--- src/rtl/eer_rl_pkg.sv ---
// eer_rl_pkg: shared definitions for the EER-RL routing core.
//   - default datapath widths
//   - default data-memory map (neighbor table and result block)
//   - best_hop_selector FSM state encoding
package eer_rl_pkg;

  localparam int DEF_WORD_WIDTH = 16;
  localparam int DEF_ADDR_WIDTH = 11;

  // Byte addresses; one 16-bit word spans two addresses.
  localparam logic [10:0] DEF_CNT_ADDR = 11'h2C4;
  localparam logic [10:0] DEF_ID_BASE  = 11'h072;
  localparam logic [10:0] DEF_HOP_BASE = 11'h132;
  localparam logic [10:0] DEF_Q_BASE   = 11'h172;
  localparam logic [10:0] DEF_RES_BASE = 11'h2F8;

  localparam logic [3:0] S_IDLE      = 4'd0;
  localparam logic [3:0] S_FETCH_CNT = 4'd1;
  localparam logic [3:0] S_GET_ID    = 4'd2;
  localparam logic [3:0] S_GET_H     = 4'd3;
  localparam logic [3:0] S_GET_Q     = 4'd4;
  localparam logic [3:0] S_EVAL      = 4'd5;
  localparam logic [3:0] S_WR_HOP    = 4'd6;
  localparam logic [3:0] S_WR_ID     = 4'd7;
  localparam logic [3:0] S_WR_Q      = 4'd8;
  localparam logic [3:0] S_DONE      = 4'd9;

endpackage

--- src/rtl/best_hop_selector_if.sv ---
// best_hop_selector_if: shared data-memory port.
//   address  : byte address driven by the requester
//   data_out : write data driven by the requester
//   wr_en    : write strobe driven by the requester
//   data_in  : read data from memory, valid the cycle after address is presented
// Modports: master (requester side), slave (memory side).
interface best_hop_selector_if #(
  parameter int AW = 11,
  parameter int DW = 16
) ();
  logic [AW-1:0] address;
  logic [DW-1:0] data_out;
  logic          wr_en;
  logic [DW-1:0] data_in;

  modport master (output address, output data_out, output wr_en, input data_in);
  modport slave  (input address, input data_out, input wr_en, output data_in);
endinterface

--- src/rtl/best_hop_selector_lfsr16.sv ---
// lfsr16: free-running 16-bit Fibonacci LFSR, x^16+x^14+x^13+x^11+1,
// seeded with 16'hACE1 on reset and advanced every clock.
// Only built when BEST_HOP_RANDOM_TIEBREAK_EN is defined.
//   clock : rising-edge clock
//   reset : synchronous, active-high
//   lsb   : bit 0 of the current LFSR state
module lfsr16 (
  input  logic clock,
  input  logic reset,
  output logic lsb
);
  logic [15:0] state;

  // Right-shifting form: taps 16,14,13,11 map to state bits 0,2,3,5.
  always_ff @(posedge clock) begin
    if (reset) state <= 16'hACE1;
    else       state <= {state[0] ^ state[2] ^ state[3] ^ state[5], state[15:1]};
  end

  assign lsb = state[0];
endmodule

--- src/rtl/best_hop_selector.sv ---
// best_hop_selector: scans the neighbor table in shared memory and picks the
// best next hop. Best class (Q >= mybestQ) ranks by higher Q then fewer hops;
// otherwise close class (hops <= mybestH) ranks by fewer hops then higher Q.
// The winner is written to RES_BASE+0/+2/+4 and published on the result ports.
// Optional macro BEST_HOP_RANDOM_TIEBREAK_EN: best-class full ties are broken
// by an LFSR bit instead of keeping the lowest-index entry.
// Ports:
//   clock, reset        : clock, synchronous active-high reset
//   start               : begin a scan (sampled only when idle)
//   mybestQ, mybestH    : thresholds, latched at start
//   mem                 : memory port (address/data_out/wr_en out, data_in in)
//   busy, done          : scan in progress / one-cycle completion pulse
//   found               : a qualifying neighbor was selected
//   besthop, bestneighborID, bestQValue : result, held until next completion
module best_hop_selector
  import eer_rl_pkg::*;
#(
  parameter int                    WORD_WIDTH    = DEF_WORD_WIDTH,
  parameter int                    ADDR_WIDTH    = DEF_ADDR_WIDTH,
  parameter int                    MAX_NEIGHBORS = 32,
  parameter logic [ADDR_WIDTH-1:0] CNT_ADDR      = ADDR_WIDTH'(DEF_CNT_ADDR),
  parameter logic [ADDR_WIDTH-1:0] ID_BASE       = ADDR_WIDTH'(DEF_ID_BASE),
  parameter logic [ADDR_WIDTH-1:0] HOP_BASE      = ADDR_WIDTH'(DEF_HOP_BASE),
  parameter logic [ADDR_WIDTH-1:0] Q_BASE        = ADDR_WIDTH'(DEF_Q_BASE),
  parameter logic [ADDR_WIDTH-1:0] RES_BASE      = ADDR_WIDTH'(DEF_RES_BASE)
) (
  input  logic                  clock,
  input  logic                  reset,
  input  logic                  start,
  input  logic [WORD_WIDTH-1:0] mybestQ,
  input  logic [WORD_WIDTH-1:0] mybestH,
  best_hop_selector_if.master   mem,
  output logic                  busy,
  output logic                  done,
  output logic                  found,
  output logic [WORD_WIDTH-1:0] besthop,
  output logic [WORD_WIDTH-1:0] bestneighborID,
  output logic [WORD_WIDTH-1:0] bestQValue
);
  localparam int IDX_W = $clog2(MAX_NEIGHBORS + 1);

  logic [3:0]            state;
  logic [WORD_WIDTH-1:0] thr_q, thr_h;
  logic [IDX_W-1:0]      cnt, idx, idx_nxt, cnt_clamp;
  logic [WORD_WIDTH-1:0] cur_id, cur_h, cur_q;
  logic [WORD_WIDTH-1:0] cand_id, cand_h, cand_q;
  logic                  cand_best;
  logic                  ent_best, ent_close, take, tie_swap;

  function automatic logic [ADDR_WIDTH-1:0] ent_addr(input logic [ADDR_WIDTH-1:0] base,
                                                     input logic [IDX_W-1:0]      i);
    return base + (ADDR_WIDTH'(i) << 1);
  endfunction

`ifdef BEST_HOP_RANDOM_TIEBREAK_EN
  lfsr16 u_lfsr (
    .clock (clock),
    .reset (reset),
    .lsb   (tie_swap)
  );
`else
  // Without the LFSR a full tie never displaces the earlier entry.
  assign tie_swap = 1'b0;
`endif

  assign idx_nxt   = idx + IDX_W'(1);
  assign cnt_clamp = (mem.data_in > WORD_WIDTH'(MAX_NEIGHBORS)) ? IDX_W'(MAX_NEIGHBORS)
                                                                 : IDX_W'(mem.data_in);

  // Does the entry just fetched displace the current candidate?
  always_comb begin
    ent_best  = (cur_q >= thr_q);
    ent_close = (cur_h <= thr_h);
    take      = 1'b0;
    if (ent_best) begin
      if (!found || !cand_best)  take = 1'b1;
      else if (cur_q != cand_q)  take = (cur_q > cand_q);
      else if (cur_h != cand_h)  take = (cur_h < cand_h);
      else                       take = tie_swap;
    end else if (ent_close) begin
      // A close-class entry can never displace a best-class incumbent.
      if (!found)                take = 1'b1;
      else if (!cand_best) begin
        if (cur_h != cand_h)     take = (cur_h < cand_h);
        else                     take = (cur_q > cand_q);
      end
    end
  end

  always_ff @(posedge clock) begin
    if (reset) begin
      state          <= S_IDLE;
      mem.address    <= '0;
      mem.data_out   <= '0;
      mem.wr_en      <= 1'b0;
      busy           <= 1'b0;
      done           <= 1'b0;
      found          <= 1'b0;
      besthop        <= '0;
      bestneighborID <= '0;
      bestQValue     <= '0;
      thr_q          <= '0;
      thr_h          <= '0;
      cnt            <= '0;
      idx            <= '0;
      cur_id         <= '0;
      cur_h          <= '0;
      cur_q          <= '0;
      cand_id        <= '0;
      cand_h         <= '0;
      cand_q         <= '0;
      cand_best      <= 1'b0;
    end else begin
      done      <= 1'b0;
      mem.wr_en <= 1'b0;
      case (state)
        S_IDLE: if (start) begin
          thr_q       <= mybestQ;
          thr_h       <= mybestH;
          cand_id     <= '0;
          cand_h      <= '0;
          cand_q      <= '0;
          cand_best   <= 1'b0;
          found       <= 1'b0;
          idx         <= '0;
          busy        <= 1'b1;
          mem.address <= CNT_ADDR;
          state       <= S_FETCH_CNT;
        end
        S_FETCH_CNT: begin
          cnt <= cnt_clamp;
          if (cnt_clamp == '0) begin
            // Empty table: found is already clear, so the result is zero.
            mem.address  <= RES_BASE;
            mem.data_out <= '0;
            mem.wr_en    <= 1'b1;
            state        <= S_WR_HOP;
          end else begin
            mem.address <= ent_addr(ID_BASE, idx);
            state       <= S_GET_ID;
          end
        end
        S_GET_ID: begin
          cur_id      <= mem.data_in;
          mem.address <= ent_addr(HOP_BASE, idx);
          state       <= S_GET_H;
        end
        S_GET_H: begin
          cur_h       <= mem.data_in;
          mem.address <= ent_addr(Q_BASE, idx);
          state       <= S_GET_Q;
        end
        S_GET_Q: begin
          cur_q <= mem.data_in;
          state <= S_EVAL;
        end
        S_EVAL: begin
          if (take) begin
            cand_id   <= cur_id;
            cand_h    <= cur_h;
            cand_q    <= cur_q;
            cand_best <= ent_best;
            found     <= 1'b1;
          end
          idx <= idx_nxt;
          if (idx_nxt == cnt) begin
            // First write uses this cycle's post-evaluation winner.
            mem.address  <= RES_BASE;
            mem.data_out <= take ? cur_h : (found ? cand_h : '0);
            mem.wr_en    <= 1'b1;
            state        <= S_WR_HOP;
          end else begin
            mem.address <= ent_addr(ID_BASE, idx_nxt);
            state       <= S_GET_ID;
          end
        end
        S_WR_HOP: begin
          mem.address  <= RES_BASE + ADDR_WIDTH'(2);
          mem.data_out <= found ? cand_id : '0;
          mem.wr_en    <= 1'b1;
          state        <= S_WR_ID;
        end
        S_WR_ID: begin
          mem.address  <= RES_BASE + ADDR_WIDTH'(4);
          mem.data_out <= found ? cand_q : '0;
          mem.wr_en    <= 1'b1;
          state        <= S_WR_Q;
        end
        S_WR_Q: begin
          // Results become visible together with the done pulse.
          besthop        <= found ? cand_h  : '0;
          bestneighborID <= found ? cand_id : '0;
          bestQValue     <= found ? cand_q  : '0;
          done           <= 1'b1;
          state          <= S_DONE;
        end
        S_DONE: begin
          busy  <= 1'b0;
          state <= S_IDLE;
        end
        default: state <= S_IDLE;
      endcase
    end
  end
endmodule

--- src/flat_wrapper.sv ---
// flat-port wrapper written by rule: the top's interface ports become plain ports
module best_hop_selector_flat import eer_rl_pkg::*;
#(
  parameter int                    WORD_WIDTH    = DEF_WORD_WIDTH,
  parameter int                    ADDR_WIDTH    = DEF_ADDR_WIDTH,
  parameter int                    MAX_NEIGHBORS = 32,
  parameter logic [ADDR_WIDTH-1:0] CNT_ADDR      = ADDR_WIDTH'(DEF_CNT_ADDR),
  parameter logic [ADDR_WIDTH-1:0] ID_BASE       = ADDR_WIDTH'(DEF_ID_BASE),
  parameter logic [ADDR_WIDTH-1:0] HOP_BASE      = ADDR_WIDTH'(DEF_HOP_BASE),
  parameter logic [ADDR_WIDTH-1:0] Q_BASE        = ADDR_WIDTH'(DEF_Q_BASE),
  parameter logic [ADDR_WIDTH-1:0] RES_BASE      = ADDR_WIDTH'(DEF_RES_BASE)
)
  (clock, reset, start, mybestQ, mybestH, busy, done, found, besthop, bestneighborID, bestQValue, mem_address, mem_data_out, mem_wr_en, mem_data_in);
  best_hop_selector_if #(.AW(11), .DW(16)) mem_i ();
  input  logic clock;
  input  logic reset;
  input  logic start;
  input  logic [WORD_WIDTH-1:0] mybestQ;
  input  logic [WORD_WIDTH-1:0] mybestH;
  output logic busy;
  output logic done;
  output logic found;
  output logic [WORD_WIDTH-1:0] besthop;
  output logic [WORD_WIDTH-1:0] bestneighborID;
  output logic [WORD_WIDTH-1:0] bestQValue;
  output wire logic [$bits(mem_i.address)-1:0] mem_address;
  output wire logic [$bits(mem_i.data_out)-1:0] mem_data_out;
  output wire logic [$bits(mem_i.wr_en)-1:0] mem_wr_en;
  input wire logic [$bits(mem_i.data_in)-1:0] mem_data_in;
  assign mem_address = mem_i.address;
  assign mem_data_out = mem_i.data_out;
  assign mem_wr_en = mem_i.wr_en;
  assign mem_i.data_in = mem_data_in;
  best_hop_selector #(.WORD_WIDTH(WORD_WIDTH), .ADDR_WIDTH(ADDR_WIDTH), .MAX_NEIGHBORS(MAX_NEIGHBORS), .CNT_ADDR(CNT_ADDR), .ID_BASE(ID_BASE), .HOP_BASE(HOP_BASE), .Q_BASE(Q_BASE), .RES_BASE(RES_BASE)) u_core (.clock(clock), .reset(reset), .start(start), .mybestQ(mybestQ), .mybestH(mybestH), .mem(mem_i), .busy(busy), .done(done), .found(found), .besthop(besthop), .bestneighborID(bestneighborID), .bestQValue(bestQValue));
endmodule
--- config.mk ---
export PLATFORM = sky130hd
export DESIGN_NAME = best_hop_selector_flat
export DESIGN_NICKNAME = d
export VERILOG_FILES = /design/src/rtl/eer_rl_pkg.sv /design/src/rtl/best_hop_selector_if.sv /design/src/rtl/best_hop_selector_lfsr16.sv /design/src/rtl/best_hop_selector.sv /design/src/flat_wrapper.sv
export SDC_FILE = /design/constraint.sdc
export NUM_CORES = 1
export LEC_CHECK = 0
export ABC_AREA = 1
export CORE_MARGIN = 5
export CORE_UTILIZATION = 59
export DETAILED_ROUTE_END_ITERATION = 6
export HOLD_SLACK_MARGIN = 0.05
export MAX_ROUTING_LAYER = met4
export PLACE_DENSITY = 0.85
export REMOVE_ABC_BUFFERS = 1
export SYNTH_ARGS = -nofsm -noshare
export SYNTH_HDL_FRONTEND = slang
export SYNTH_SLANG_ARGS = --single-unit
--- constraint.sdc ---
create_clock -name clock -period 4.4 [get_ports clock]
set_clock_uncertainty 0.05 [all_clocks]
set_input_delay 0.66 -clock clock [delete_from_list [all_inputs] [get_ports clock]]
set_output_delay 0.66 -clock clock [all_outputs]
set_load 0.005 [all_outputs]
==> key figures <==
Routing
  – Drt pass-1 iters: 6
  – Routed WL per cell: 16.3 um
  – Detail Route met3 WL: 2150 um
  – Initial DRC Count: 803
  – Post-Route WL: 28,700 um
  – Routed vias: 10.0k
  – Post-route ant nets: 0
  – Routed wl met2: 13,500 um
  – Top sig layer: met4
  – # DRC: 0
  – Via density: 5.69
  – Routed metal-1 wire length: 11,900 um

Setup path
  – Crit path DAT: 3.79 ns
  – Crit Path Class: flip-flop to flip-flop
  – WP data required: 4.78 ns
  – Worst r2r src: u_core.cand_q[15]$_SDFFE_PP0P_
  – Crit end category: flip-flop
  – Worst setup path start: u_core.cand_q[15]$_SDFFE_PP0P_
  – Worst reg-to-reg path cell count: 13
  – Setup crit start kind: flip-flop
  – Critical Path Fanout Max: 33

Cells and area
  – Area growth, synth to finish: 20.5%
  – Share of post-route cells with drive strength above 1: 0.0450
  – Diode count: 0
  – Fill count: 1,383
  – Fin nets: 1,636
  – Fin cells: 1,758

Clock tree
  – Post-CTS sizing: 0
  – Root buf cell: clkbuf_16
  – CTS tree: built
  – Clk buf depth: 3
  – Clk pin slew, worst setup/hold paths: 0.06 ns
  – Clk_lat worst skew: 0.53 ns
  – Clock Sinks: 222
  – Post-CTS Hold Fix Bufs: 0
  – Total CTS buffers: 23
  – CTS H-tree lvls: 1
  – Setup bufs post-CTS: 0

STA
  – Minimum clock period: 3.41 ns
  – Final worst-path cycle share: 0.774
  – Slew HR: 0.338
  – Final Hold Fails: 0
  – Fmax: 294 MHz
  – Final setup vio count: 0
  – RSZ-0062 raised after global routing: false
  – Worst Max-Slew Pin Slew: 0.994 ns
  – Post-route setup TNS: 0 ns
  – Slew Viols, Final: 0

Synth
  – Simple logic cell fraction of the synthesized area: 0.183
  – Post-synth ARST share: 0
  – Top_reg_cell synth: dfxtp_1
  – Xor/xnor share of the synthesized area: 0.00675
  – Sequential area share after synthesis: 0.428
  – Post-synthesis adder-cell area fraction: 0.0808
  – Post-synth EDFFs: 0
  – Compound-cell area share of the yosys netlist: 0.209
  – Synth warn: 0
  – Synth Cell Area: 10,400 sq um
  – Mean Syn Cell Area: 7.26 sq um
  – Library cells used by synthesis: 38
  – Register bit total from synthesis: 222
  – Synthesized instance count: 1,429
  – Main combinational cell family by area after synthesis: compound AO/OA/AOI/OAI gates
  – Mux share of post-synthesis cell area: 0

Floorplanning
  – Total core area: 17,300 sq um
  – Die height: 143 um
  – FP Rows: 48
  – Total die area: 20,300 sq um
  – Initial core utilization: 0.600
  – Die width: 143 um
  – Ports: 130

Run status
  – Status: finished clean

Worst hold path
  – Min-Delay Path Class: flip-flop to flip-flop
  – Hold_sp: u_core.thr_q[13]$_SDFFE_PP0P_
  – Hold Crit Depth: 2

Place
  – HPWL after detailed placement: 19,500 um
  – GPL Wtd Cong: 0.947
  – Number of port buffers: 127
  – Placed insts: 1,718

Global routing
  – GRT Resource Usage Total: 0.286
  – First-pass GRT wire length: 46,400 um
  – Grt total ovfl: 0
  – Vias in the first global route: 9,442
  – Largest net degree at the start of global routing: 85
  – Antenna violations before repair: 0

Pwr
  – Pwr/cell area: 388 nW/um^2
  – Worst VDD drop: 0.296 mV
  – LEAKAGE: 5.12 nW

Flow run
  – Max-cap violations: 0
[worst paths after layout]
check,to,slack [ns]
setup reg to reg,u_core.cand_q[2]$_SDFFE_PP0P_,0.99
setup / recovery,u_core.cand_q[2]$_SDFFE_PP0P_,0.99
hold reg to reg,u_core.thr_q[13]$_SDFFE_PP0P_,0.41
hold / removal,u_core.thr_q[13]$_SDFFE_PP0P_,0.41
[stage by stage]
stage               cell area, sq um   util  power, W  hold WS (ns)  worst slack (ns)
CTS                            12500  0.723   0.00485         0.407              1.07
floorplan                      10000      -   0.00264         0.385             0.518
global route                   12500  0.723   0.00505         0.431             0.720
global placement               11700  0.679   0.00290         0.395              1.19
detailed placement             11700  0.679   0.00292         0.399              1.12
finish                         12500  0.723   0.00485         0.406             0.994
[synth_stat cells, types with 8 or more instances]
library cell  number  area [sq um]
o22ai_1           17           106
dfxtp_1          222          4440
nand4_1            8          50.1
o21ai_0          146           731
a21oi_1          229          1150
inv_1            161           604
buf_2              9          45.0
nor2_1            71           267
clkbuf_1          61           229
nand3_1           47           235
nand2_1          328          1230
ha_1              67           838
[per-layer routing]
metal / vias up / GRT usage
met1: 4622 / 0.362
met3: 83 / 0.0343
met4: 0 / 0.112
met5: - / -
met2: 419 / 0.469
li1: 4884 / -
[kinds of logic after synthesis]
family,after synthesis
xor+xnor,8
compound gates,414
buf+inv,243
flops,222
simple gates,474
other cells,1
fa+ha+maj,67
[final cells by class]
cell class | count | area, sq um | share of cell area
Tap cell | 225 | 282 | 0.0225
Inverter | 165 | 619 | 0.0495
Timing Repair Buffer | 141 | 1400 | 0.112
Multi-Input combinational cell | 965 | 5000 | 0.400
Sequential cell | 222 | 4450 | 0.355
Clock buffer | 33 | 683 | 0.0546
Clock inverter | 7 | 77.6 | 0.00620
[state kept, by name, indices dropped and copies added (netlist names), 9 cells and up]
signal	count
u_core.bestQValue	16
u_core.besthop	16
u_core.bestneighborID	16
u_core.cand_h	16
u_core.cand_id	16
u_core.cand_q	16
u_core.cur_h	16
u_core.cur_id	16
u_core.cur_q	16
u_core.mem.data_out	16
u_core.thr_h	16
u_core.thr_q	16
u_core.mem.address	9
[report_power, final]
| group | switching [W] | leakage (nW) | internal (W) | total [W] |
|---|---|---|---|---|
| logic | 0.000480 | 2.94 | 0.000261 | 0.000741 |
| clock network | 0.000818 | 0.377 | 0.00114 | 0.00196 |
| registers | 0.0000550 | 1.80 | 0.00210 | 0.00215 |
| total | 0.00135 | 5.12 | 0.00350 | 0.00485 |
[placed cells by master (no fill, tap or decap), types with 3 or more instances in the layout]
cell type	count
nand2_1	328
a21oi_1	228
dfxtp_1	221
inv_1	160
o21ai_0	146
clkdlybuf4s50_1	126
nor2_1	70
ha_1	67
nand3_1	47
clkbuf_16	23
o22ai_1	17
buf_4	12
nand4_1	8
nor3_1	7
a211oi_1	7
clkbuf_8	7
xor2_1	6
or2_2	4
o2111ai_1	4
clkinv_2	4
inv_2	3
nor4_1	3
clkbuf_1	3
[worst max-delay path, stage by stage, from the launching register on]
cell     delay, ns
dfxtp_1       0.36
inv_1         0.05
ha_1          0.29
nand2_1       0.09
nor3_2        0.30
nand4_1       0.21
nand2_1       0.14
nand2_1       0.09
o21ai_4       0.47
nand2_2       0.35
o21ai_2       0.23
buf_4         0.39
nand2_1       0.11
a21oi_1       0.15
No activity file was read; power rests on OpenSTA's default activity.
